==> src/rtl/muldiv_pkg.sv <==
// Shared types and constants for the HI/LO multiply/divide sequencer.
// Optional early-out multiply is enabled with MULDIV_EARLY_OUT_EN.
package muldiv_pkg;

    localparam int XLEN_DEF = 32;

    localparam logic [63:0] DIV0_LO = '1;

    typedef enum logic [2:0] {
        OP_MULT  = 3'd0,
        OP_MULTU = 3'd1,
        OP_DIV   = 3'd2,
        OP_DIVU  = 3'd3,
        OP_MTHI  = 3'd4,
        OP_MTLO  = 3'd5
    } op_t;

    typedef enum logic [1:0] {
        IDLE  = 2'd0,
        CALC  = 2'd1,
        FIXUP = 2'd2
    } state_t;

endpackage

==> src/rtl/muldiv_step.sv <==
// One combinational iteration of the shared engine.
// Shift-add multiply or restoring divide on a 2*XLEN+1 bit accumulator.
module muldiv_step #(
    parameter int XLEN = 32
) (
    input  logic            mode_div,
    input  logic [2*XLEN:0] acc_i,
    input  logic [XLEN-1:0] operand,
    output logic [2*XLEN:0] acc_o,
    output logic            q_bit
);

    logic [XLEN:0]   sum;
    logic [XLEN:0]   rem_sh;
    logic [XLEN+1:0] trial;

    // Upper XLEN+1 bits hold the partial product or the remainder.
    always_comb begin
        sum    = acc_i[2*XLEN:XLEN]
               + {1'b0, {XLEN{acc_i[0]}} & operand};
        rem_sh = {acc_i[2*XLEN-1:XLEN], acc_i[XLEN-1]};
        trial  = {1'b0, rem_sh} - {2'b00, operand};
        q_bit  = 1'b0;
        acc_o  = '0;
        if (mode_div) begin
            q_bit = ~trial[XLEN+1];
            acc_o = {q_bit ? trial[XLEN:0] : rem_sh,
                     acc_i[XLEN-2:0], q_bit};
        end else begin
            acc_o = {1'b0, sum, acc_i[XLEN-1:1]};
        end
    end

endmodule

==> src/rtl/muldiv_sequencer.sv <==
// HI/LO owner and sequencer for the iterative multiply/divide engine.
// Define MULDIV_EARLY_OUT_EN to let multiplies leave CALC early.
module muldiv_sequencer
    import muldiv_pkg::*;
#(
    parameter int XLEN = XLEN_DEF
) (
    input  logic            clk,
    input  logic            rst_n,
    input  logic            op_valid,
    input  logic [2:0]      op_code,
    output logic            op_ready,
    input  logic [XLEN-1:0] src_a,
    input  logic [XLEN-1:0] src_b,
    input  logic            mf_valid,
    input  logic            mf_sel,
    output logic [XLEN-1:0] mf_data,
    output logic            stall,
    output logic            busy,
    output logic            done,
    input  logic            flush,
    output logic [XLEN-1:0] hi,
    output logic [XLEN-1:0] lo
);

    localparam int CW = $clog2(XLEN) + 1;

    state_t            state_q, state_d;
    logic [CW-1:0]     count_q, count_d;
    logic [2*XLEN:0]   acc_q, acc_d;
    logic [XLEN-1:0]   opnd_q, opnd_d;
    logic [XLEN-1:0]   raw_a_q, raw_a_d;
    logic [XLEN-1:0]   hi_q, hi_d;
    logic [XLEN-1:0]   lo_q, lo_d;
    logic              is_div_q, is_div_d;
    logic              negq_q, negq_d;
    logic              negr_q, negr_d;
    logic              div0_q, div0_d;
`ifdef MULDIV_EARLY_OUT_EN
    logic [XLEN-1:0]   mplier_q, mplier_d;
    logic [CW-1:0]     shamt;
`endif

    logic [2*XLEN:0]   step_acc;
    logic              step_q;
    logic              accept;
    logic              last;
    logic              sgn_op;
    logic              div_op;
    logic              sa, sb;
    logic [XLEN-1:0]   mag_a, mag_b;
    logic [2*XLEN-1:0] prod, prod_s;
    logic [XLEN-1:0]   quo, rem;
    op_t               op;

    muldiv_step #(.XLEN(XLEN)) u_step (
        .mode_div (is_div_q),
        .acc_i    (acc_q),
        .operand  (opnd_q),
        .acc_o    (step_acc),
        .q_bit    (step_q)
    );

    assign busy     = (state_q != IDLE);
    assign op_ready = (state_q == IDLE) & ~flush;
    assign stall    = busy & (op_valid | mf_valid);
    assign done     = (state_q == FIXUP) & ~flush;
    assign mf_data  = mf_sel ? hi_q : lo_q;
    assign hi       = hi_q;
    assign lo       = lo_q;

    // Operand decode, iteration control and result write-back.
    always_comb begin
        state_d  = state_q;
        count_d  = count_q;
        acc_d    = acc_q;
        opnd_d   = opnd_q;
        raw_a_d  = raw_a_q;
        hi_d     = hi_q;
        lo_d     = lo_q;
        is_div_d = is_div_q;
        negq_d   = negq_q;
        negr_d   = negr_q;
        div0_d   = div0_q;
`ifdef MULDIV_EARLY_OUT_EN
        mplier_d = mplier_q;
        shamt    = CW'(XLEN) - count_q;
`endif
        op      = op_t'(op_code);
        accept  = op_valid & op_ready;
        sgn_op  = (op == OP_MULT) | (op == OP_DIV);
        div_op  = (op == OP_DIV) | (op == OP_DIVU);
        sa      = sgn_op & src_a[XLEN-1];
        sb      = sgn_op & src_b[XLEN-1];
        mag_a   = sa ? -src_a : src_a;
        mag_b   = sb ? -src_b : src_b;
`ifdef MULDIV_EARLY_OUT_EN
        last    = (count_q == CW'(XLEN - 1))
                | (~is_div_q & (mplier_q[XLEN-1:1] == '0));
        prod    = acc_q[2*XLEN-1:0] >> shamt;
`else
        last    = (count_q == CW'(XLEN - 1));
        prod    = acc_q[2*XLEN-1:0];
`endif
        prod_s  = negq_q ? -prod : prod;
        quo     = acc_q[XLEN-1:0];
        rem     = acc_q[2*XLEN-1:XLEN];

        unique case (state_q)
            IDLE: begin
                if (accept) begin
                    unique case (op)
                        OP_MTHI: hi_d = src_a;
                        OP_MTLO: lo_d = src_a;
                        OP_MULT, OP_MULTU, OP_DIV, OP_DIVU: begin
                            is_div_d = div_op;
                            negq_d   = sa ^ sb;
                            negr_d   = sa;
                            div0_d   = div_op & (src_b == '0);
                            raw_a_d  = src_a;
                            acc_d    = div_op ? {{(XLEN+1){1'b0}}, mag_a}
                                              : {{(XLEN+1){1'b0}}, mag_b};
                            opnd_d   = div_op ? mag_b : mag_a;
`ifdef MULDIV_EARLY_OUT_EN
                            mplier_d = mag_b;
`endif
                            count_d  = '0;
                            state_d  = CALC;
                        end
                        default: ;
                    endcase
                end
            end
            CALC: begin
                if (flush) begin
                    state_d = IDLE;
                end else begin
                    acc_d   = step_acc;
                    count_d = count_q + 1'b1;
`ifdef MULDIV_EARLY_OUT_EN
                    mplier_d = mplier_q >> 1;
`endif
                    if (last) state_d = FIXUP;
                end
            end
            FIXUP: begin
                state_d = IDLE;
                if (!flush) begin
                    if (!is_div_q) begin
                        {hi_d, lo_d} = prod_s;
                    end else if (div0_q) begin
                        lo_d = DIV0_LO[XLEN-1:0];
                        hi_d = raw_a_q;
                    end else begin
                        lo_d = negq_q ? -quo : quo;
                        hi_d = negr_q ? -rem : rem;
                    end
                end
            end
            default: state_d = IDLE;
        endcase
    end

    // Unused quotient bit: the step already folds it into the accumulator.
    logic unused_q;
    assign unused_q = step_q;

    // State, datapath and architectural register update.
    always_ff @(posedge clk or negedge rst_n) begin
        if (!rst_n) begin
            state_q  <= IDLE;
            count_q  <= '0;
            acc_q    <= '0;
            opnd_q   <= '0;
            raw_a_q  <= '0;
            hi_q     <= '0;
            lo_q     <= '0;
            is_div_q <= 1'b0;
            negq_q   <= 1'b0;
            negr_q   <= 1'b0;
            div0_q   <= 1'b0;
`ifdef MULDIV_EARLY_OUT_EN
            mplier_q <= '0;
`endif
        end else begin
            state_q  <= state_d;
            count_q  <= count_d;
            acc_q    <= acc_d;
            opnd_q   <= opnd_d;
            raw_a_q  <= raw_a_d;
            hi_q     <= hi_d;
            lo_q     <= lo_d;
            is_div_q <= is_div_d;
            negq_q   <= negq_d;
            negr_q   <= negr_d;
            div0_q   <= div0_d;
`ifdef MULDIV_EARLY_OUT_EN
            mplier_q <= mplier_d;
`endif
        end
    end

endmodule

==> config.mk <==
export PLATFORM = sky130hd
export DESIGN_NAME = muldiv_sequencer
export DESIGN_NICKNAME = d
export VERILOG_FILES = /design/src/rtl/muldiv_pkg.sv /design/src/rtl/muldiv_step.sv /design/src/rtl/muldiv_sequencer.sv
export SDC_FILE = /design/constraint.sdc
export NUM_CORES = 1
export LEC_CHECK = 0
export ABC_AREA = 1
export BUFFER_PORTS_ARGS = -buffer_cell sky130_fd_sc_hd__buf_2
export CAP_MARGIN = 25
export CELL_PAD_IN_SITES_DETAIL_PLACEMENT = 0
export CELL_PAD_IN_SITES_GLOBAL_PLACEMENT = 2
export CORE_MARGIN = 2
export CORE_UTILIZATION = 33
export CTS_CLUSTER_DIAMETER = 200
export DETAILED_ROUTE_END_ITERATION = 6
export PLACE_DENSITY = 0.85
export SLEW_MARGIN = 5
export SYNTH_ARGS = -nofsm -noshare
export SYNTH_HDL_FRONTEND = slang
export SYNTH_SLANG_ARGS = --single-unit
export TNS_END_PERCENT = 10
==> constraint.sdc <==
create_clock -name clk -period 3 [get_ports clk]
set_input_delay 0.3 -clock clk [delete_from_list [all_inputs] [get_ports clk]]
set_output_delay 0.3 -clock clk [all_outputs]
set_load 0.05 [all_outputs]
== Yosys cells after proc, flatten, opt, wreduce, memory -nomap -nowiden ==
Index checks and enable logic that the tools add are counted.
Word-level totals
  word-level logic and storage cells: 95
  output and inout port bits: 100
  register bits: 205
  input port bits: 73
Operators by class
  add/subtract/negate cells: 8
  bitwise gates (word level): 14
  equal/unequal tests: 15
  mux-type cells: 35
  reductions and logical operators: 12
Operators with widths (count)
  $mux 32: 17
  $mux 65: 4
  $pmux 65 s2: 1
  $neg 32->32: 4
  $pmux 32 s2: 2
  $mux 64: 1
  $neg 64->64: 1
  $sub 33x32->34: 1
  $add 33x32->33: 1
  $mux 33: 1
  $and 32x32->32: 1
  $logic_not 32->1: 1
  $mux 6: 3
  $pmux 6 s2: 1
  $reduce_and 4->1: 3
  $mux 2: 4
  $and 1x1->1: 7
  $add 6x1->6 const B: 1
  $eq 3x2->1 const B: 2
  $eq 3x3->1 const B: 2
  $eq 6x5->1 const B: 1
  $ne 2x1->1 const B: 3
  $ne 2x2->1 const B: 3
  $reduce_and 3->1: 2
  other kinds (12): 17

== Logic depth before layout (Yosys ltp) ==
  depth in word-level cells: 8
  gate-level depth with buffers: 21
  gate-level depth less buffers: 19

== By module ==
Synthesis repeated with hierarchy kept, for this count alone.
Second synthesis, totals
  cell total of the unflattened synthesis: 3696
  area total of the unflattened synthesis: 21179.1 sq um
By module, submodules not included
  muldiv_sequencer: area each 14816.7 sq um, cells an instance 2331, instances 1
  muldiv_step: area each 6362.4 sq um, cells an instance 1365, instances 1

== Worst setup path before layout ==
No wires, ideal clock.
  path type: register -> register
  from: register acc_q[0]
  to: register acc_q[63]
  stages on the path, launching flop included: 22
  clock period less this slack: 2720 ps
  setup time: 116 ps
  setup slack: 280 ps
  arrival time: 2604 ps
  cells stage by stage: dfrtp_1 buf_2 buf_1 nand2_1 inv_1 ha_1 inv_1 fa_1 inv_1 nand2_1 o21ai_0 nand2_1 nand2_1 nand2_1 nand2_1 nand2_1 nand2_1 nand2_1 nand3_1 nand2_1 nand2_1 nand2_1
On the way
  word-level cells in the longest chain between the ends: 5
Ends and longest elaborated chain
  start: declaration: line muldiv_sequencer.sv:30  | logic [2*XLEN:0] acc_q, acc_d;
  start signal: assignment: line muldiv_sequencer.sv:173  | acc_q <= '0;
  start signal: assignment: line muldiv_sequencer.sv:188  | acc_q <= acc_d;
  $and 32x32->32: line muldiv_step.sv:20  | + {1'b0, {XLEN{acc_i[0]}} & operand};
  $add 33x32->33: line muldiv_step.sv:20
  $mux 65: line muldiv_step.sv:25  | if (mode_div) begin
  $mux 65: line muldiv_sequencer.sv:135  | if (flush) begin
  $pmux 65 s2: line muldiv_sequencer.sv:109  | unique case (state_q)
No other way between the ends. The select of a mux whose other input is x is not followed.
A chain may end at the register's enable or synchronous reset.

== Worst setup path in the final report ==
  from: register acc_q[0]
  to: register acc_q[56]
Same word-level chain as after synthesis.

==> metrics.md <==
| Metric | Value |
|---|---|
| Layout net count | about 3,900 |
| Starting density of the core | roughly a third |
| Synthesized area per cell | approximately 5.8 sq um |
| Post-synthesis cell count | ~3,600 |
| Clock tree from TritonCTS | done |
| Highest-delay cell along the critical path | sky130_fd_sc_hd__dfrtp_1 |
| Number of CTS-inserted buffers | 26 |
| Total length of routed wires | roughly 100,000 um |
| Count of vias placed by the detailed router | about 25,000 |
| Clk pin slew, worst setup/hold paths | about 0.06 ns |
| Element type at the critical path start | flop |
| Clk root buf | sky130_fd_sc_hd__clkbuf_16 |
| Growth of design area from synthesis to finish | 14.7% |
| Detailed-route wire length per cell | around 22 um |
| Maximum count of clock buffers along a single path | 3 |
| Synthesis warning total | 0 |
| Final number of max-transition violations | 0 |
| Worst Reg2Reg Path Length in Cells | 15 |
| Global placer's final weighted congestion | 0.980 |
| Share of async-settable or async-resettable flops after synthesis | 100% |
| Cell depth of the worst min-delay path | 3 |
| Number of vias per cell after detailed routing | about 5.4 |
| Status | finished, final reports clean |
| Top cell by count, worst path | sky130_fd_sc_hd__nand2_1 |
| Nets in the synthesized netlist | around 3,700 |
| Largest stage delay, worst path | about 0.40 ns |
| DIE WIDTH | around 260 um |
| Number of clock sinks | between 200 and 250 |
| Pin count of the biggest net entering global routing | 92 |
| Number of flops mapped to enable cells by yosys | 0 |
| Synthesis-stage register bit count | between 200 and 250 |
| H-tree Lvls | 1 |
| CP arrival | between 3 and 4 ns |
| Largest clock skew in the final design | about 0.029 ns |
| Worst Tran Pin Value | around 0.85 ns |
| TritonRoute pass-1 iters | 5 |
| First-pass GRT wire length | 153,000 um |
| Highest ir drop seen on vdd | 0.371 mV |
| CP Class | reg -> reg |
| Fin. Hold Viols | 0 |
| Utilization after layout | between 30% and 40% |
| Grt ovf | 0 |
| Clock insertion delay at the later pin of the skew report | ~0.58 ns |
| Half-perimeter wire length of the detailed placement result | 83,900 um |
| Number of DRC violations after detailed routing | 0 |
| Number of antenna violations at the first check in global routing | 5 |
| Total negative setup slack | 0 ns |
| Cell area after synthesis | about 21,000 sq um |
| Minimum clock period after layout | between 2 and 3 ns |
| Layout cells sized above 1 | 11.0% |
| Post-route antenna net violation count | 0 |
| Diodes inserted | 0 |
| RSZ-0062 raised after global routing | no |
| Max-slew headroom | 43.2% |
| Yosys cell types | between 50 and 60 |
| Highest clock frequency the design can meet | around 360 MHz |
| Leakage | about 12 nW |
| Worst Setup End Kind | flop |
| Number of ports placed on the die boundary | roughly 170 |
| CP cell instances | buf_6 > nand2_1 > inv_1 > ha_1 > nand2_1 > nor2_1 > nand2_1 > nor4_1 > nand2_1 > nand2_1 > nand2_1 > nand3_1 > nand2_1 > nand2_1 > nand2_1 |
| Drt initial violations | between 2,000 and 3,000 |
| Flip-flop cell with the highest count after synthesis | sky130_fd_sc_hd__dfrtp_1 |
| Pwr dens | roughly 890 nW/um^2 |
| Die Y | approximately 260 um |
| Vias in the first global route | roughly 23,000 |
| Post-synthesis sequential area ratio | 24.6% |
| Fin crit share | 92.4% |
| Worst EP required | 3.45 ns |
| Overall fraction of global-route tracks in use | about 31% |
| Worst-path maximum fanout | 31 |
| Quantity of I/O buffers inserted on ports | roughly 170 |
| Number of failing setup endpoints in the final timing report | 0 |
| Overall die area | between 60,000 and 70,000 sq um |
| Total core area | about 63,000 sq um |
| Row cnt | roughly 90 |
| Hold WC Path Type | in -> reg |
| Number of max-capacitance violations reported | 0 |
==> worst paths after layout <==
path / start / endpoint / slack (ns)
max in group asynchronous: rst_n / hi[4] / 2.06
min in group asynchronous: rst_n / div0_q / 0.23
worst min register to register: raw_a_q[23] / raw_a_q[23] / 0.48
worst min-delay path: src_a[1] / lo[1] / 0.06
worst max-delay path: acc_q[0] / acc_q[56] / 0.23
worst max register to register: acc_q[0] / acc_q[56] / 0.23
==> metrics by stage <==
step                setup WS [ns]  hold slack, ns  total power [W]  cell area [sq um]  std cells
global route               0.0261          0.0603           0.0227              23900       4630
detailed placement          0.203           0.226           0.0177              23000       4580
finish                      0.228          0.0635           0.0213              23900       4630
global placement            0.137           0.222           0.0178              23000       4580
floorplan                   0.280         0.00441           0.0132              20900       3597
CTS                         0.190          0.0408           0.0210              23900       4630
==> power by group <==
group	leakage (nW)	internal (W)	switching [W]	total, W
sequential	2.43	0.00350	0.000979	0.00448
clock	0.423	0.00182	0.00146	0.00329
combinational	9.30	0.00388	0.00966	0.0135
total	12.2	0.00920	0.0121	0.0213
==> cell families (layout without fill, tap and decap cells) <==
family	after synthesis	count (layout)	synth area share, %
compound gates	601	601	16.0
xor+xnor	48	48	2.01
fa+ha+maj	71	71	4.33
buf+inv	524	711	9.88
flops	205	205	24.6
mux	12	12	0.648
simple gates	2136	2136	42.6
==> state kept, by name, summed over array words and instances, names as in the netlist, 2 cells and up <==
name and flops:
acc_q 65, count_q 6, hi 32, lo 32, opnd_q 32, raw_a_q 32, state_q 2
==> critical path, delay by kind of cell, from the launching register on <==
family                     cells  cell delay [ns]
DFF                            1             0.40
buffers and inverters          2             0.29
adders and majority gates      1             0.38
and+or+nand+nor               12             1.58
==> layer usage <==
layer  track usage, %  vias to the layer above  routed length [um]
met5                0                        -                   0
met4             9.88                        0                3590
met1             43.1                    11700               45800
li1                 -                    12000                   -
met2             48.3                     1010               45000
met3             5.12                      151                8630
==> placed cells by master, fill, tap and decap left out, types with 43 or more instances in the layout <==
master / instances
sky130_fd_sc_hd__xor2_1: 43
sky130_fd_sc_hd__dfrtp_1: 203
sky130_fd_sc_hd__buf_4: 98
sky130_fd_sc_hd__ha_1: 69
sky130_fd_sc_hd__nor2_1: 570
sky130_fd_sc_hd__a21oi_1: 218
sky130_fd_sc_hd__nand2_1: 1101
sky130_fd_sc_hd__inv_1: 371
sky130_fd_sc_hd__nand3_1: 315
sky130_fd_sc_hd__o21ai_0: 251
sky130_fd_sc_hd__buf_2: 171
==> Yosys cell counts (all sizes together) (2+ instances only) <==
cell,instances,area share [%]
a21oi,221,5.4
a22oi,34,1.2
mux2,12,0.65
dfrtp,205,25
o21bai,6,0.22
a21o,9,0.32
xor2,43,1.8
nand3,334,8.4
clkinv,3,0.054
a32oi,3,0.13
or2,11,0.33
xnor2,5,0.21
nand4,41,1.2
o41ai,2,0.084
fa,2,0.19
o21a,2,0.072
and2,2,0.060
buf,50,1.3
clkbuf,89,1.6
ha,69,4.1
o22ai,2,0.090
nor4,4,0.15
o21ai,262,6.3
nand2,1117,20
o31ai,4,0.14
nor3,27,0.65
a31oi,11,0.33
inv,382,6.9
o221ai,11,0.46
nor2,588,11
nand3b,12,0.43
o211ai,30,1.1
==> layout make-up <==
cell class	instances	area [sq um]
fillers	7248	38900
multi-input cells	2868	13700
flip-flops and latches	205	5130
repair buffers	278	1740
inverters	385	1450
well taps	846	1060
clock buffers	34	731
clock inverters	14	130
==> timing repair <==
| item | 4_1_cts | 5_1_grt |
|---|---|---|
| gates resized for setup | 0 | 2 |
| hold endpoints to repair | 75 | 0 |
| hold buffers | 2 | 0 |
| setup endpoints to repair | 0 | 4 |
| buffers inserted | 0 | 0 |
Power figures use the tool's default switching activity.
